<file path="src/rtl/wrr_arbiter_pkg.sv">
// Shared types and helpers for the weighted round-robin arbiter.
// Holds the FSM state encoding, a ceil-log2 helper and the default sizing.
package wrr_arbiter_pkg;

    localparam int unsigned N_DEF  = 4;
    localparam int unsigned WW_DEF = 4;

    typedef enum logic {
        ST_IDLE = 1'b0,
        ST_OWN  = 1'b1
    } state_e;

    // Ceil-log2 for elaboration-time index widths.
    function automatic int unsigned clog2(input int unsigned v);
        int unsigned r;
        r = 0;
        for (int unsigned i = 0; i < 32; i++) begin
            if ((32'd1 << i) < v) r = i + 1;
        end
        return r;
    endfunction

endpackage

</file>
<file path="src/rtl/wrr_arbiter_rr_pick.sv">
// Wrap-around priority search: returns the first candidate at or after ptr,
// where candidates are requesters that are not excluded.
module rr_pick
    import wrr_arbiter_pkg::*;
#(
    parameter  int unsigned N  = N_DEF,
    localparam int unsigned IW = clog2(N)
) (
    input  logic [N-1:0]  req,
    input  logic [IW-1:0] ptr,
    input  logic [N-1:0]  excl,
    output logic          found_c,
    output logic [IW-1:0] idx_c
);

    logic [N-1:0] cand;

    assign cand = req & ~excl;

    always_comb begin
        int unsigned j;
        found_c = 1'b0;
        idx_c   = '0;
        j       = 0;
        for (int unsigned k = 0; k < N; k++) begin
            j = (32'(ptr) + k) % N;
            if (!found_c && cand[IW'(j)]) begin
                found_c = 1'b1;
                idx_c   = IW'(j);
            end
        end
    end

endmodule

</file>
<file path="src/rtl/wrr_arbiter.sv">
// Weighted round-robin arbiter: each grant holds for up to weight[owner]
// cycles, handing over without bubbles whenever anyone else is requesting.
module wrr_arbiter
    import wrr_arbiter_pkg::*;
#(
    parameter  int unsigned N  = N_DEF,
    parameter  int unsigned WW = WW_DEF,
    localparam int unsigned IW = clog2(N)
) (
    input  logic          clk,
    input  logic          rst,
    input  logic [N-1:0]  req,
    input  logic          cfg_we,
    input  logic [IW-1:0] cfg_idx,
    input  logic [WW-1:0] cfg_wt,
    output logic [N-1:0]  gnt,
    output logic          gnt_valid,
    output logic [IW-1:0] gnt_id
);

    state_e        state_q, state_d;
    logic [N-1:0]  gnt_q, gnt_d;
    logic          gnt_valid_q, gnt_valid_d;
    logic [IW-1:0] gnt_id_q, gnt_id_d;
    logic [IW-1:0] ptr_q, ptr_d;
    logic [WW-1:0] cnt_q, cnt_d;
    logic [WW-1:0] quant_q, quant_d;
    logic          ready_q, ready_d;
    logic [WW-1:0] weight_q [N];
    logic [WW-1:0] weight_d [N];

    logic [IW-1:0] ptr_nxt;
    logic [IW-1:0] pick_ptr;
    logic          pick_found;
    logic [IW-1:0] pick_idx;
    logic          grant_go;
    logic [IW-1:0] grant_idx;
    logic          go_idle;

    // A zero weight still earns one grant cycle.
    function automatic logic [WW-1:0] eff_wt(input logic [WW-1:0] w);
        return (w == '0) ? WW'(1) : w;
    endfunction

    assign ptr_nxt  = IW'((32'(gnt_id_q) + 32'd1) % N);
    assign pick_ptr = (state_q == ST_OWN) ? ptr_nxt : ptr_q;

    // The owner is excluded so others get first pick; it is re-granted only if alone.
    rr_pick #(.N(N)) u_pick (
        .req     (req),
        .ptr     (pick_ptr),
        .excl    (gnt_q),
        .found_c (pick_found),
        .idx_c   (pick_idx)
    );

    always_comb begin
        state_d     = state_q;
        gnt_d       = gnt_q;
        gnt_valid_d = gnt_valid_q;
        gnt_id_d    = gnt_id_q;
        ptr_d       = ptr_q;
        cnt_d       = cnt_q;
        quant_d     = quant_q;
        ready_d     = 1'b1;
        weight_d    = weight_q;
        grant_go    = 1'b0;
        grant_idx   = '0;
        go_idle     = 1'b0;

        if (cfg_we && (32'(cfg_idx) < N)) begin
            weight_d[cfg_idx] = cfg_wt;
        end

        case (state_q)
            ST_IDLE: begin
                if (ready_q && pick_found) begin
                    grant_go  = 1'b1;
                    grant_idx = pick_idx;
                end
            end
            ST_OWN: begin
                if (req[gnt_id_q] && (cnt_q != quant_q)) begin
                    cnt_d = cnt_q + WW'(1);
                end else begin
                    ptr_d = ptr_nxt;
                    if (pick_found) begin
                        grant_go  = 1'b1;
                        grant_idx = pick_idx;
                    end else if (req[gnt_id_q]) begin
                        grant_go  = 1'b1;
                        grant_idx = gnt_id_q;
                    end else begin
                        go_idle = 1'b1;
                    end
                end
            end
        endcase

        // Quantum is latched from the stored weight only when a grant starts.
        if (grant_go) begin
            state_d     = ST_OWN;
            gnt_d       = N'(1) << grant_idx;
            gnt_valid_d = 1'b1;
            gnt_id_d    = grant_idx;
            cnt_d       = WW'(1);
            quant_d     = eff_wt(weight_q[grant_idx]);
        end else if (go_idle) begin
            state_d     = ST_IDLE;
            gnt_d       = '0;
            gnt_valid_d = 1'b0;
            gnt_id_d    = '0;
            cnt_d       = '0;
        end
    end

    // ready_q holds off the first grant for one cycle after reset.
    always_ff @(posedge clk) begin
        if (rst) begin
            state_q     <= ST_IDLE;
            gnt_q       <= '0;
            gnt_valid_q <= 1'b0;
            gnt_id_q    <= '0;
            ptr_q       <= '0;
            cnt_q       <= '0;
            quant_q     <= WW'(1);
            ready_q     <= 1'b0;
            for (int unsigned i = 0; i < N; i++) begin
                weight_q[i] <= WW'(1);
            end
        end else begin
            state_q     <= state_d;
            gnt_q       <= gnt_d;
            gnt_valid_q <= gnt_valid_d;
            gnt_id_q    <= gnt_id_d;
            ptr_q       <= ptr_d;
            cnt_q       <= cnt_d;
            quant_q     <= quant_d;
            ready_q     <= ready_d;
            weight_q    <= weight_d;
        end
    end

    assign gnt       = gnt_q;
    assign gnt_valid = gnt_valid_q;
    assign gnt_id    = gnt_id_q;

endmodule

</file>
<file path="config.mk">
export PLATFORM = sky130hd
export DESIGN_NAME = wrr_arbiter
export DESIGN_NICKNAME = d
export VERILOG_FILES = /design/src/rtl/wrr_arbiter_pkg.sv /design/src/rtl/wrr_arbiter_rr_pick.sv /design/src/rtl/wrr_arbiter.sv
export SDC_FILE = /design/constraint.sdc
export NUM_CORES = 1
export LEC_CHECK = 0
export ABC_AREA = 1
export CAP_MARGIN = 30
export CORE_ASPECT_RATIO = 1.75
export CORE_MARGIN = 5
export CORE_UTILIZATION = 55
export DETAILED_ROUTE_END_ITERATION = 6
export PLACE_DENSITY = 0.77
export SLEW_MARGIN = 25
export SYNTH_ARGS = -nofsm -noshare
export SYNTH_HDL_FRONTEND = slang
export SYNTH_SLANG_ARGS = --single-unit
</file>
<file path="constraint.sdc">
create_clock -name clk -period 5.4 [get_ports clk]
set_clock_uncertainty 0.05 [all_clocks]
set_input_delay 1.62 -clock clk [delete_from_list [all_inputs] [get_ports clk]]
set_output_delay 1.62 -clock clk [all_outputs]
set_load 0.03 [all_outputs]
</file>
# Word level (Yosys, flattened, before mapping)
# Cells that the tools add are included.
dict set report totals {
  register_bits 34
  inputBits 13
  output_inout_bits 7
  wordCells 101
}
dict set report classes {
  n_addsub 5
  order_cmp 8
  eq_ne 1
  shift 1
  muxes 51
  bitwise 6
  reduce_logical 17
}
# op count
set ops {}
lappend ops {{2-to-1 mux 1 bit} 24}
lappend ops {{2-to-1 mux 4 bit} 6}
lappend ops {{2-to-1 mux 2 bit} 11}
lappend ops {{bitwise mux 16 bit} 1}
lappend ops {{< comparator 2 x 3 -> 1 bit (second input constant)} 5}
lappend ops {{binary-select mux 1 bit (select 2 bit)} 5}
lappend ops {{binary-select mux 4 bit (select 2 bit)} 1}
lappend ops {{demux 4 bit (select 2 bit)} 1}
lappend ops {{>= comparator 3 bit (second input constant)} 2}
lappend ops {{logical AND 1 bit} 6}
lappend ops {{NOT 2 -> 3 bit} 2}
lappend ops {{AND reduction 2 bit} 3}
lappend ops {{nonzero test 3 bit} 2}
lappend ops {{adder 2 x 1 -> 2 bit (second input constant)} 2}
lappend ops {{adder 2 bit (second input constant)} 2}
lappend ops {{adder 4 x 1 -> 4 bit (second input constant)} 1}
lappend ops {{bitwise AND 4 bit} 1}
lappend ops {{logical NOT 4 bit} 1}
lappend ops {{inequality test 4 bit} 1}
lappend ops {{NOT 4 bit} 1}
lappend ops {{case mux 2 bit (2 select lines)} 1}
lappend ops {{<< shifter 1 x 2 -> 4 bit (first input constant)} 1}
lappend ops {{logical NOT 1 bit} 3}
lappend ops {{< comparator 3 x 1 -> 1 bit (second input constant)} 1}
lappend ops {{4 further kinds} 5}

# Longest topological paths before layout
dict set report depth {
  ltp_word 23
  ltp_mapped 23
  mapped_depth_nobuf 22
}

# Cells and area by module
# A second synthesis with hierarchy kept.
dict set report hier_totals {
  hier_cells 313
  area_unflattened_um2 2020.7
}
# mod n_inst cells_per_inst area_per_inst_um2 seq_area_each_um2
set modules_own_cells {}
lappend modules_own_cells {wrr_arbiter 1 253 1701.6 680.7}
lappend modules_own_cells {rr_pick 1 60 319.1 0.0}

# Worst setup path before layout
# OpenSTA, ideal clock, no wires.
dict set report synth_timing {
  path_type {input -> register}
  startpoint {in req[2]}
  endpoint {reg quant_q[2]}
  setup_time_ns 0.109
  arrival_time_ns 3.053
  required_ns 5.241
  setup_slack_ns 2.188
  cell_stages 18
  n_path_buf 0
  cell_sequence {nand2_1 inv_1 o21ai_4 nand3_2 nand2_2 nand3_2 nor2_4 nor2_2 nand2_2 nand2_4 nand2_4 inv_2 nand3_1 nand2_1 nor2_2 nand2_1 nand2_1 inv_1}
}
dict set report synth_between {
  elab_chain_cells 22
  elab_cells_between_ends 43
  classes_between {mux: 32; bitwise: 2; reduce/logical: 9}
}
# item line_no
set synth_lines {}
lappend synth_lines {{start: declaration} wrr_arbiter.sv:12} ;# input logic [N-1:0] req,
lappend synth_lines {{bitwise AND 4 bit} wrr_arbiter_rr_pick.sv:18} ;# assign cand = req & ~excl;
lappend synth_lines {{binary-select mux 1 bit (select 2 bit)} wrr_arbiter_rr_pick.sv:27} ;# if (!found_c && cand[IW'(j)]) begin
lappend synth_lines {{2-to-1 mux 1 bit (implied by the code)} wrr_arbiter_rr_pick.sv:27}
lappend synth_lines {{2-to-1 mux 1 bit} wrr_arbiter_rr_pick.sv:27}
lappend synth_lines {{logical NOT 1 bit} wrr_arbiter_rr_pick.sv:27}
lappend synth_lines {{logical AND 1 bit} wrr_arbiter_rr_pick.sv:27}
lappend synth_lines {{2-to-1 mux 1 bit} wrr_arbiter_rr_pick.sv:27}
lappend synth_lines {{logical NOT 1 bit} wrr_arbiter_rr_pick.sv:27}
lappend synth_lines {{[5 not listed]} n/a}
lappend synth_lines {{2-to-1 mux 2 bit / logical AND 1 bit (equally long branches)} {wrr_arbiter.sv:87, wrr_arbiter.sv:77}}
lappend synth_lines {{2-to-1 mux 2 bit (on tied branches)} {wrr_arbiter.sv:83, wrr_arbiter.sv:77}}
lappend synth_lines {{case mux 2 bit (2 select lines)} wrr_arbiter.sv:75} ;# case (state_q)
lappend synth_lines {{NOT 2 -> 3 bit (implied by the code)} wrr_arbiter.sv:107} ;# quant_d = eff_wt(weight_q[grant_idx]);
lappend synth_lines {{binary-select mux 4 bit (select 2 bit)} wrr_arbiter.sv:107}
lappend synth_lines {{2-to-1 mux 4 bit (implied by the code) (2 in a row)} wrr_arbiter.sv:107}
lappend synth_lines {{logical NOT 4 bit} wrr_arbiter.sv:42} ;# return (w == '0) ? WW'(1) : w;
lappend synth_lines {{2-to-1 mux 4 bit} wrr_arbiter.sv:42}
lappend synth_lines {{end signal: assignment} wrr_arbiter.sv:138} ;# quant_q <= quant_d;
lappend synth_lines {{end: declaration} wrr_arbiter.sv:27} ;# logic [WW-1:0] quant_q, quant_d;
# Several ways; a longest one is shown, not always the timed one. The select of a mux whose other input is x is not followed.
# A chain may end at the register's enable or synchronous reset.

# Worst setup path after layout
dict set report layout_timing {
  startpoint {in req[0]}
  endpoint {reg quant_q[0]}
}
# Same word-level chain as after synthesis.

==> impl_metrics.tcl <==
set metrics [dict create \
    status "finished, final reports clean" \
    grt_max_degree 24 \
    power.net_switching_w 0.0007720 \
    firstDrtPassIters 4 \
    overflow 0 \
    final_nets 330 \
    hold_end "weight_q[12]$_SDFFE_PP1P_" \
    path_class "in2reg" \
    period_share_pct 67.77 \
    drt-initial-drc-count 72 \
    startpoint_type "primary input" \
    power_frac_seq_pct 24.0 \
    worst_pin_slew_ns 0.6413 \
    clkTransAtPathRegs_ns 0.07 \
    start_util_pct 56.76 \
    crit_arrival_ns 3.79 \
    clock.fmax_ghz 0.2732 \
    dieArea_um2 5116 \
    fillers 354 \
    cts_tree "yes" \
    cp_common_cell "nand2_1" \
    r2r_cells 17 \
    cpPeakStageDelay_ns 0.41 \
    slew-limit-headroom_pct 57.20 \
    ctsResizeCount 0 \
    end_kind "flip-flop" \
    placed_cells 355 \
    seq_area_um2 680.7 \
    synth_fp_nets 308 \
    place_congestion 0.9598 \
    die_w_um 56.26 \
    ctsLongestPathBuffers 2 \
    syn_inst 294 \
    multi_input_area_um2 1217 \
    power_frac_comb_pct 64.0 \
    worstPathRequired_ns 5.53 \
    hold_depth 2 \
    hold_viol 0 \
    slew_violations 0 \
    yosysSeqAreaShare_pct 33.05 \
    crit_fanout 9 \
    slowest_stage "clkdlybuf4s50_1" \
    boundaryPins 20 \
    reg2reg_from "gnt_valid$_SDFFE_PP0P_" \
    cts_num_sinks 34 \
    ctsRootBufferMaster "clkbuf_8" \
    power_frac_clock_pct 12.0 \
    tns_ns 0 \
    antenna_found_initial 0 \
    drive_above_1_share_pct 17.09 \
    stdcell_count 362 \
    hold_class "reg2reg" \
    cts_made_buffers 5 \
    drv_cap 0 \
    core_um2 3628 \
    total_leakage_power_nw 1.055 \
    r2r_slack_ns 2.61 \
    dr_total_vias 1994 \
    routed_wl_um 5284 \
    track_usage_pct 22.18 \
    ant_nets 0 \
    area_growth_pct 14.40 \
    viasPerCell 5.508 \
    peakVddDrop_v 0.0003338 \
    worstReg2RegEnd "quant_q[3]$_SDFFE_PP0P_" \
    hpwl_um 4208 \
    routedWlPerCell_um 14.60 \
    post-route-min-period_ns 3.660 \
    switching_share_pct 53.16 \
    hold_buffers 0 \
    cts_setup_buffers 0 \
    clock_latency_ns 0.28 \
    synthDistinctLibCells 40 \
    grt_pass1_vias 2019 \
    synth_seq_cells 34 \
    synth_area_um2 2059 \
    synth.avg_cell_area_um2 7.005 \
    path_cells "clkdlybuf4s50_1 > or2_1 > o211ai_1 > nand2_1 > inv_2 > a21oi_1 > nand2_1 > nand2_1 > a21oi_2 > nand4_1 > nand2_1 > nor2_2 > nand3_1 > nand2_1" \
    fp-row-count 29 \
    io_buffers 19 \
    die_y_um 90.95 \
    yosys_warnings 0 \
    drc 0 \
    power_density_nw_per_um2 616.3 \
    n_antenna_cell 0 \
    h-tree-depth 2 \
    worstHoldStart "weight_q[12]$_SDFFE_PP1P_" \
    setup_viol 0 \
    rsz0062_at_grt "false" \
    p_int_w 0.0006801 \
    grt_first_pass_wirelength_um 9039 \
]
## synth_stat cells
library cell / n / area share (%)
a2111oi_0: 1 / 0.43
a211oi_1: 1 / 0.36
a21oi_1: 7 / 1.7
a21oi_2: 1 / 0.43
a31oi_1: 2 / 0.61
and3_1: 1 / 0.30
buf_1: 1 / 0.18
buf_6: 2 / 1.1
clkbuf_1: 1 / 0.18
dfxtp_1: 34 / 33
ha_1: 1 / 0.61
inv_1: 28 / 5.1
inv_2: 3 / 0.55
inv_4: 1 / 0.30
inv_6: 1 / 0.43
nand2_1: 68 / 12
nand2_2: 15 / 4.6
nand2_4: 4 / 2.2
nand2_8: 2 / 1.9
nand3_1: 26 / 6.3
nand3_2: 5 / 2.4
nand3b_1: 1 / 0.36
nand3b_2: 1 / 0.55
nand4_1: 5 / 1.5
nand4_2: 2 / 1.2
nor2_1: 29 / 5.3
nor2_2: 7 / 2.1
nor2_4: 2 / 1.1
nor3_1: 5 / 1.2
o211ai_1: 1 / 0.36
o21ai_0: 17 / 4.1
o21ai_1: 2 / 0.49
o21ai_2: 1 / 0.43
o21ai_4: 1 / 0.79
o22ai_1: 5 / 1.5
o32ai_1: 1 / 0.43
or2_1: 3 / 0.91
or2_2: 1 / 0.30
xnor2_1: 4 / 1.7
xor2_1: 1 / 0.43
## per-stage QoR
stage                     area, µm²  hold WS [ns]  setup slack, ns  power [W]  utilization (%)
final                          2356        0.4115            1.740   0.001452            64.93
after global routing           2356        0.4573            1.464   0.001574            64.93
after CTS                      2356        0.4149            1.747   0.001449            64.93
after detailed placement       2277        0.3993            1.451   0.001275            62.76
after global placement         2277        0.3913            1.464   0.001268            62.76
after floorplan                2059        0.3792            2.188   0.001069                -
## worst max-delay path by stage
stage | from | endpoint | slack (ns) | cells after the start
final | req[0] | quant_q[0]$_SDFFE_PP1P_ | 1.74 | 14
after global routing | req[0] | quant_q[0]$_SDFFE_PP1P_ | 1.46 | 14
after CTS | req[1] | quant_q[3]$_SDFFE_PP0P_ | 1.75 | 17
after detailed placement | req[1] | quant_q[3]$_SDFFE_PP0P_ | 1.45 | 17
after global placement | req[1] | quant_q[3]$_SDFFE_PP0P_ | 1.46 | 17
after floorplan | req[2] | quant_q[2]$_SDFFE_PP0P_ | 2.19 | 18
## sequential cells by signal (all words and copies together) (netlist names)
register	cells
gnt_id	2
ready_q	1
gnt_valid	1
cnt_q	4
gnt	4
ptr_q	2
weight_q	16
quant_q	4
## layout make-up
type	instances	area share, %
clock buffers	5	2.921
clock inverters	2	0.4249
inverters	33	5.576
multi-input cells	223	51.67
flip-flops and latches	34	28.89
well taps	46	2.443
repair buffers	19	8.072
## routing by layer
layer,GRT usage [%],up-vias,routed length [µm]
met5,0,-,0
met4,12.67,0,236
met3,2.837,21,161
met2,43.95,51,3040
met1,20.72,912,1845
li1,-,1010,-
## power by group through the flow
stage               Clock [W]  Combinational, W  Sequential, W
detailed placement          0          0.000921       0.000353
CTS                  0.000175          0.000926       0.000349
global route         0.000187           0.00103       0.000354
floorplan                   0          0.000707       0.000362
global placement            0          0.000914       0.000354
finish               0.000174          0.000930       0.000348
## placed cells by master (no fill, tap or decap), types with 7 or more instances in the layout
cell	instances
a21oi_1	7
clkdlybuf4s50_1	19
dfxtp_1	34
inv_1	28
nand2_1	68
nand2_2	15
nand3_1	26
nor2_1	29
nor2_2	7
o21ai_0	17
## critical path, delay by kind of cell
| kind | cells | cell delay (ns) |
|---|---|---|
| buffers and inverters | 2 | 0.49 |
| AND/OR/NAND/NOR | 9 | 1.17 |
| AO/OA/AOI/OAI | 3 | 0.52 |
## logic make-up (layout without fill, tap and decap cells)
group                    Yosys count  count (layout)  share of synthesized area [%]
XOR/XNOR                           5               5                          2.126
flip-flops                        34              34                          33.05
adder cells (fa/ha/maj)            1               1                         0.6074
AND/OR/NAND/NOR                  177             177                          44.71
buffers and inverters             37              59                          7.837
AO/OA/AOI/OAI                     40              40                          11.67
Power figures use the tool's default switching activity.
